<file path="config.mk">
export PLATFORM = sky130hd
export DESIGN_NAME = alu_j
export DESIGN_NICKNAME = d
export VERILOG_FILES = /design/src/rtl/alu_j_pkg.sv /design/src/rtl/alu_j_shifter.sv /design/src/rtl/alu_j.sv
export SDC_FILE = /design/constraint.sdc
export NUM_CORES = 1
export LEC_CHECK = 0
export BUFFER_PORTS_ARGS = -buffer_cell sky130_fd_sc_hd__buf_4
export CAP_MARGIN = 20
export CORE_AREA = 3 3 56 97
export CTS_BUF_LIST = sky130_fd_sc_hd__clkbuf_16
export CTS_CLUSTER_SIZE = 14
export DETAILED_ROUTE_END_ITERATION = 12
export DIE_AREA = 0 0 59 100
export MAX_ROUTING_LAYER = met4
export PLACE_DENSITY = 0.74
export SLEW_MARGIN = 20
export SYNTH_ARGS = -nofsm -noshare
export SYNTH_HDL_FRONTEND = slang
export SYNTH_HIERARCHICAL = 1
export SYNTH_SLANG_ARGS = --single-unit
</file>
<file path="constraint.sdc">
create_clock -name clk -period 3.3 [get_ports clk]
set_clock_uncertainty 0.05 [all_clocks]
set_input_delay 0.495 -clock clk [delete_from_list [all_inputs] [get_ports clk]]
set_output_delay 0.495 -clock clk [all_outputs]
set_load 0.05 [all_outputs]
</file>
<file path="src/rtl/alu_j_pkg.sv">
// alu_j_pkg - shared constants for the Jac1-8 ALU.
//   Width constants, opcode encodings and status bit indices used by
//   alu_j and alu_j_shifter. OP_ROL/OP_ROR are only decoded when the
//   design is built with ALU_J_ROTATE_EN defined.
package alu_j_pkg;
    localparam int DATA_WIDTH      = 8;
    localparam int NUM_OPCODE_BITS = 5;
    localparam int PARAM_BITS      = 8;
    localparam int NUM_STATUS_BITS = 3;

    localparam logic [NUM_OPCODE_BITS-1:0] OP_NOP = 5'b00000;
    localparam logic [NUM_OPCODE_BITS-1:0] OP_ADD = 5'b00001;
    localparam logic [NUM_OPCODE_BITS-1:0] OP_SUB = 5'b00010;
    localparam logic [NUM_OPCODE_BITS-1:0] OP_AND = 5'b00011;
    localparam logic [NUM_OPCODE_BITS-1:0] OP_OR  = 5'b00100;
    localparam logic [NUM_OPCODE_BITS-1:0] OP_NOT = 5'b00101;
    localparam logic [NUM_OPCODE_BITS-1:0] OP_XOR = 5'b00110;
    localparam logic [NUM_OPCODE_BITS-1:0] OP_SHL = 5'b00111;
    localparam logic [NUM_OPCODE_BITS-1:0] OP_SHR = 5'b01000;
    localparam logic [NUM_OPCODE_BITS-1:0] OP_VAL = 5'b01001;
    localparam logic [NUM_OPCODE_BITS-1:0] OP_ROL = 5'b01010;
    localparam logic [NUM_OPCODE_BITS-1:0] OP_ROR = 5'b01011;

    localparam int ST_CARRY  = 0;
    localparam int ST_BORROW = 1;
    localparam int ST_ZERO   = 2;
endpackage

</file>
<file path="src/rtl/alu_j_shifter.sv">
// alu_j_shifter - logical shifter (and optional rotator) for alu_j.
//   operand_i : value to shift
//   amount_i  : shift amount (full width; >= DATA_WIDTH clears the value)
//   dir_i     : 0 = left, 1 = right
//   rotate_i  : 1 = rotate by amount_i[2:0] (only with ALU_J_ROTATE_EN)
//   value_o   : shifted / rotated value
//   carry_o   : shift: any 1 bit shifted out; rotate: last bit carried
//               around the word (0 for a zero rotate amount)
// Build option: ALU_J_ROTATE_EN enables the rotate path.
module alu_j_shifter
    import alu_j_pkg::*;
(
    input  logic [DATA_WIDTH-1:0] operand_i,
    input  logic [PARAM_BITS-1:0] amount_i,
    input  logic                  dir_i,
    input  logic                  rotate_i,
    output logic [DATA_WIDTH-1:0] value_o,
    output logic                  carry_o
);
    // Double-width window: the half the operand moves out of collects
    // the bits that fall off the edge, so carry is just an OR of it.
    logic [2*DATA_WIDTH-1:0] win;
    logic [2:0]              amt3;

    assign amt3 = amount_i[2:0];

    always_comb begin
        win     = '0;
        value_o = '0;
        carry_o = 1'b0;
        if (amount_i >= PARAM_BITS'(DATA_WIDTH)) begin
            value_o = '0;
            carry_o = |operand_i;
        end else if (!dir_i) begin
            win     = {{DATA_WIDTH{1'b0}}, operand_i} << amt3;
            value_o = win[DATA_WIDTH-1:0];
            carry_o = |win[2*DATA_WIDTH-1:DATA_WIDTH];
        end else begin
            win     = {operand_i, {DATA_WIDTH{1'b0}}} >> amt3;
            value_o = win[2*DATA_WIDTH-1:DATA_WIDTH];
            carry_o = |win[DATA_WIDTH-1:0];
        end
`ifdef ALU_J_ROTATE_EN
        // Rotate only looks at amount[2:0]. The last bit out of bit 7
        // (left) lands in bit 0; the last out of bit 0 (right) lands in bit 7.
        if (rotate_i) begin
            if (!dir_i) begin
                win     = {operand_i, operand_i} << amt3;
                value_o = win[2*DATA_WIDTH-1:DATA_WIDTH];
                carry_o = (amt3 != 3'd0) && value_o[0];
            end else begin
                win     = {operand_i, operand_i} >> amt3;
                value_o = win[DATA_WIDTH-1:0];
                carry_o = (amt3 != 3'd0) && value_o[DATA_WIDTH-1];
            end
        end
`endif
    end

`ifndef ALU_J_ROTATE_EN
    logic unused_rotate;
    assign unused_rotate = rotate_i;
`endif
endmodule

</file>
<file path="src/rtl/alu_j.sv">
// alu_j - 8-bit ALU of the Jac1-8 datapath with a registered flag copy.
//   clk      : clock
//   reset    : synchronous active-high, clears flags
//   opcode   : operation select
//   operand1 : first operand
//   operand2 : second operand
//   param    : shift amount / literal
//   result   : combinational result
//   status   : combinational {zero, borrow, carry}
//   flags    : status of the last valid non-NOP operation
// Build option: ALU_J_ROTATE_EN adds ROL/ROR.
module alu_j
    import alu_j_pkg::*;
(
    input  logic                       clk,
    input  logic                       reset,
    input  logic [NUM_OPCODE_BITS-1:0] opcode,
    input  logic [DATA_WIDTH-1:0]      operand1,
    input  logic [DATA_WIDTH-1:0]      operand2,
    input  logic [PARAM_BITS-1:0]      param,
    output logic [DATA_WIDTH-1:0]      result,
    output logic [NUM_STATUS_BITS-1:0] status,
    output logic [NUM_STATUS_BITS-1:0] flags
);
    logic [NUM_STATUS_BITS-1:0] flags_q, flags_d;
    logic [DATA_WIDTH-1:0]      sh_val;
    logic                       sh_carry;
    logic                       sh_dir;
    logic                       sh_rot;
    logic                       valid_op;
    logic [DATA_WIDTH:0]        sum;

`ifdef ALU_J_ROTATE_EN
    assign sh_dir = (opcode == OP_SHR) || (opcode == OP_ROR);
    assign sh_rot = (opcode == OP_ROL) || (opcode == OP_ROR);
`else
    assign sh_dir = (opcode == OP_SHR);
    assign sh_rot = 1'b0;
`endif

    alu_j_shifter u_shifter (
        .operand_i (operand1),
        .amount_i  (param),
        .dir_i     (sh_dir),
        .rotate_i  (sh_rot),
        .value_o   (sh_val),
        .carry_o   (sh_carry)
    );

    assign sum = {1'b0, operand1} + {1'b0, operand2};

    always_comb begin
        result   = '0;
        status   = '0;
        valid_op = 1'b1;
        unique case (opcode)
            OP_ADD: begin
                result           = sum[DATA_WIDTH-1:0];
                status[ST_CARRY] = sum[DATA_WIDTH];
            end
            OP_SUB: begin
                result            = operand1 - operand2;
                status[ST_BORROW] = (operand1 < operand2);
            end
            OP_AND: result = operand1 & operand2;
            OP_OR:  result = operand1 | operand2;
            OP_XOR: result = operand1 ^ operand2;
            OP_NOT: result = ~operand2;
            OP_SHL, OP_SHR: begin
                result           = sh_val;
                status[ST_CARRY] = sh_carry;
            end
            OP_VAL: result = param;
`ifdef ALU_J_ROTATE_EN
            OP_ROL, OP_ROR: begin
                result           = sh_val;
                status[ST_CARRY] = sh_carry;
            end
`endif
            default: valid_op = 1'b0;
        endcase
        // Zero means the full-precision result is zero, so a carry-out
        // (e.g. 255+1) suppresses it. NOP/reserved never set it.
        status[ST_ZERO] = valid_op && (result == '0) && !status[ST_CARRY];
    end

    always_comb begin
        flags_d = flags_q;
        if (valid_op) flags_d = status;
    end

    always_ff @(posedge clk) begin
        if (reset) flags_q <= '0;
        else       flags_q <= flags_d;
    end

    assign flags = flags_q;
endmodule

</file>
* After elaboration in Yosys (flattened, before gate mapping)
Index checks and enable logic that the tools add are counted. Widths: inputs -> output; s select.
Word-level totals: bits in registers 3, input port bits 31, output and inout bits 14, logic and storage cells 37
Operators by class: add/subtract/negate cells 2, order comparisons 2, equality and inequality tests 9, shift operators 2, multiplexer cells 8, bitwise gates (word level) 4, reduce and logical (&&, ||, !) cells 9
Operators with widths (count):
- $pmux 8 s8 | 1
- $reduce_or 8->1 | 3
- $eq 5x3->1 const B | 4
- $mux 8 | 2
- $shl 8x3->16 | 1
- $shr 16x3->16 | 1
- $eq 5x2->1 const B | 2
- $eq 5x4->1 const B | 2
- $add 8x8->9 | 1
- $reduce_or 9->1 | 1
- $and 8x8->8 | 1
- $ge 8x4->1 const B | 1
- $logic_not 8->1 | 1
- $lt 8x8->1 | 1
- $not 8->8 | 1
- $or 8x8->8 | 1
- $sub 8x8->8 | 1
- $xor 8x8->8 | 1
- $eq 5x1->1 const B | 1
- $mux 1 | 4
- $logic_and 1x1->1 | 2
- $pmux 1 s2 | 1
- $reduce_or 2->1 | 1
- $logic_not 1->1 | 1

* Longest topological paths before layout
word-level depth 7, mapped depth 13, depth with buffers taken out 11

* Hierarchy
Netlist, hierarchy kept.
Modules (own cells, without submodules):
- alu_j | instances 1, cells each 227, area each 1687.9 um2, seq. area each 60.1 um2
- alu_j_shifter | instances 1, cells each 77, area each 633.1 um2, seq. area each 0.0 um2

* Worst setup path before layout
OpenSTA, ideal clock, no wires.
path kind input to output, start point input opcode[0], end point output status[2], data arrival time 3.939 ns, data required time 2.755 ns, path slack -1.184 ns, stages on the path 12, path buffers 1, path through buf_2 -> nor2_1 -> and3_1 -> clkinv_1 -> and2_1 -> a211oi_1 -> nor3_1 -> a22o_1 -> a211o_1 -> and4bb_1 -> nand4b_1 -> nor3_1
On the way: cells in the longest elaborated chain, start to end 7, elaborated cells on any way between the ends 22, those cells by class eq/ne (9); mux (7); reduce/logical (6)
Ends and longest elaborated chain:
- start, declared | RTL line alu_j.sv:17 | input logic [NUM_OPCODE_BITS-1:0] opcode,
- $eq 5x4->1 | RTL line alu_j.sv:37 | assign sh_dir = (opcode == OP_SHR);
- named net sh_dir | RTL line alu_j.sv:28 | logic sh_dir;
- $mux 8 | RTL line alu_j_shifter.sv:34 | end else if (!dir_i) begin
- $mux 8 | RTL line alu_j_shifter.sv:31 | if (amount_i >= PARAM_BITS'(DATA_WIDTH)) begin
- named net sh_val[3] | RTL line alu_j.sv:26 | logic [DATA_WIDTH-1:0] sh_val;
- $pmux 8 s8 | RTL line alu_j.sv:56 | unique case (opcode)
- named net result[3] | RTL line alu_j.sv:21 | output logic [DATA_WIDTH-1:0] result,
- $logic_not 8->1 | RTL line alu_j.sv:84 | status[ST_ZERO] = valid_op && (result == '0) && !status[ST_CARRY];
- $logic_and 1x1->1 (2 in series) | RTL line alu_j.sv:84
- end, declared | RTL line alu_j.sv:22 | output logic [NUM_STATUS_BITS-1:0] status,
The timed path passes the listed nets, and every way through them passes these cells.

* Worst setup path after layout
start point input operand1[2], end point output status[2]
On the way: cells in the longest elaborated chain, start to end 7, elaborated cells on any way between the ends 20, those cells by class add/sub (2); shift (2); mux (6); bitwise (3); reduce/logical (7)
Ends and longest elaborated chain:
- start, declared | RTL line alu_j.sv:18 | input logic [DATA_WIDTH-1:0] operand1,
- $shl 8x3->16 or $shr 16x3->16 (tied branches) | RTL line alu_j_shifter.sv:35, alu_j_shifter.sv:39
- $mux 8 (*) | RTL line alu_j_shifter.sv:34
- $mux 8 (*) | RTL line alu_j_shifter.sv:31
- named net sh_val[3] | RTL line alu_j.sv:26
- $pmux 8 s8 (*) | RTL line alu_j.sv:56
- $logic_not 8->1 (*) | RTL line alu_j.sv:84
- $logic_and 1x1->1 (*) (2 in series) | RTL line alu_j.sv:84
The timed path passes the listed nets; every way through them passes the cells marked *.

==> results.json <==
{
  "avgSynthCellArea_um2": 7.65,
  "fin_hold_ws_ns": 0.416,
  "dp_cells": 451,
  "start_util": 0.492,
  "holdCritPathClass": "input pin to flip-flop",
  "n_antenna_cell": 0,
  "viasPerCell": 6.44,
  "grt_usage": 0.326,
  "critPathLaunchType": "input pin",
  "crit_required_ns": 2.75,
  "grt_pass1_vias": 3041,
  "clk_path_buf_depth": 2,
  "rr_worst_depth": 2,
  "dpl.hpwl_um": 7110,
  "core_area_um2": 4710,
  "final_cell_mix": "109 x buf_4, 26 x inv_1, 25 x nor2_1, 22 x nand2_1, 20 x a21oi_1",
  "report.final.slew_viol_count": 0,
  "min_period_over_period": 1.03,
  "cts_hold_buf": 0,
  "cts_root_buf": "clkbuf_16",
  "cts_tree": "done",
  "critPathArrivalTime_ns": 2.86,
  "grt_first_pass_wirelength_um": 14700,
  "wire_per_inst_um": 19.8,
  "layout-drive-gt1-share": 0.441,
  "clk_pin_slew_worst_paths_ns": 0.03,
  "cp-startpoint": "operand1[2]",
  "die_area_um2": 5900,
  "dr.pass1.iters": 5,
  "worstPathMaxFanout": 11,
  "post-place-ws_ns": -0.326,
  "die-height_um": 100,
  "clk_latency_ns": 0.22,
  "crit_path_end_kind": "output port",
  "maxCapViolations": 0,
  "yosys_warnings": 6,
  "setup_ws_ns": -0.110,
  "io_pins": 45,
  "fp-row-count": 33,
  "antenna_found_initial": 0,
  "cts_sinks": 3,
  "failed_checks": "setup timing",
  "min_from": "reset",
  "leakagePower_nw": 1.65,
  "p_per_area_nw_per_um2": 220,
  "cts-htree-levels": 1,
  "nets": 468,
  "path_class": "input pin to output port",
  "min_path_cells": 2,
  "finalNonFillerCells": 462,
  "place_area_um2": 3180,
  "final_area_um2": 3510,
  "drt_iter0_markers": 146,
  "drc_errors": 0,
  "hold_viol": 0,
  "drt-total-wl_um": 9170,
  "syn-num-nets": 360,
  "synth_cells": 303,
  "gp_congestion": 0.945,
  "setup_viol": 1,
  "die_x_um": 59,
  "worst_pin_slew_ns": 0.946,
  "largest_reg_flops": 3,
  "slew_headroom": 0.363,
  "syn_to_final_growth_pct": 51.3,
  "overflow": 0,
  "grt_start_max_net_pins": 23,
  "ant_nets": 0,
  "io_buffers": 44,
  "fmax_ghz": 0.293,
  "post-route-util": 0.745,
  "rsz0062_at_grt": "yes",
  "regToRegSetupSlack_ns": 2.61,
  "cts_made_buffers": 3,
  "status": "finished with violations",
  "num_vias": 2975,
  "vdd_drop_max_uv": 337,
  "min_period_ns": 3.41,
  "synth_area_um2": 2320,
  "r2r_start": "flags[0]$_SDFFE_PP0N_",
  "final_common_cell": "buf_4"
}
## worst max-delay path, cell delays in order
cell and delay [ns]:
buf_12 0.12, mux4_2 0.44, and2_4 0.19, a211oi_4 0.23, nor3_2 0.08, a22o_1 0.23
a211o_4 0.27, and4bb_1 0.30, nand4b_1 0.17, nor3_4 0.16, buf_6 0.18
## routing by layer
layer | part of all wire | vias to the layer above | wire length, um | track usage
li1 | - | 1363 | - | -
met1 | 0.35 | 1402 | 3190 | 0.343
met2 | 0.53 | 155 | 4820 | 0.573
met3 | 0.055 | 55 | 506 | 0.0296
met4 | 0.071 | 0 | 654 | 0.185
met5 | 0 | - | 0 | -
## path summary, 6_finish.rpt
check / to
setup reg to reg: flags[0]$_SDFFE_PP0N_
setup / recovery: status[2]
hold reg to reg: flags[1]$_SDFFE_PP0N_
hold / removal: flags[0]$_SDFFE_PP0N_
## per-stage QoR
step                setup TNS, ns  total power [mW]
floorplan                  -0.283             0.333
global placement           -0.368             0.515
detailed placement         -0.447             0.520
finish                     -0.110             0.770
CTS                       -0.0848             0.745
global route               -0.260             0.815
## final cells by class
cell class,count,area [um^2]
clock buffers,3,75.1
clock inverters,1,3.75
fillers,367,1200
inverters,27,106
multi-input cells,255,2180
flip-flops and latches,3,60.1
well taps,52,65.1
repair buffers,121,1020
## report_power, final
part | switching [mW] | internal, mW | total [mW]
Sequential | 0.000795 | 0.0377 | 0.0385
Clock | 0.0298 | 0.156 | 0.186
Combinational | 0.289 | 0.256 | 0.546
Total | 0.320 | 0.450 | 0.770
## repair_timing
| item | 4_1_cts | 5_1_grt |
|---|---|---|
| gates resized for setup | 37 | 10 |
| pin swaps | 15 | 2 |
| endpoints found under the setup margin | 3 | 3 |
| gates cloned | 1 | 0 |
| setup buffers | 4 | 2 |
Note: power is estimated with default switching activity, not from simulation.
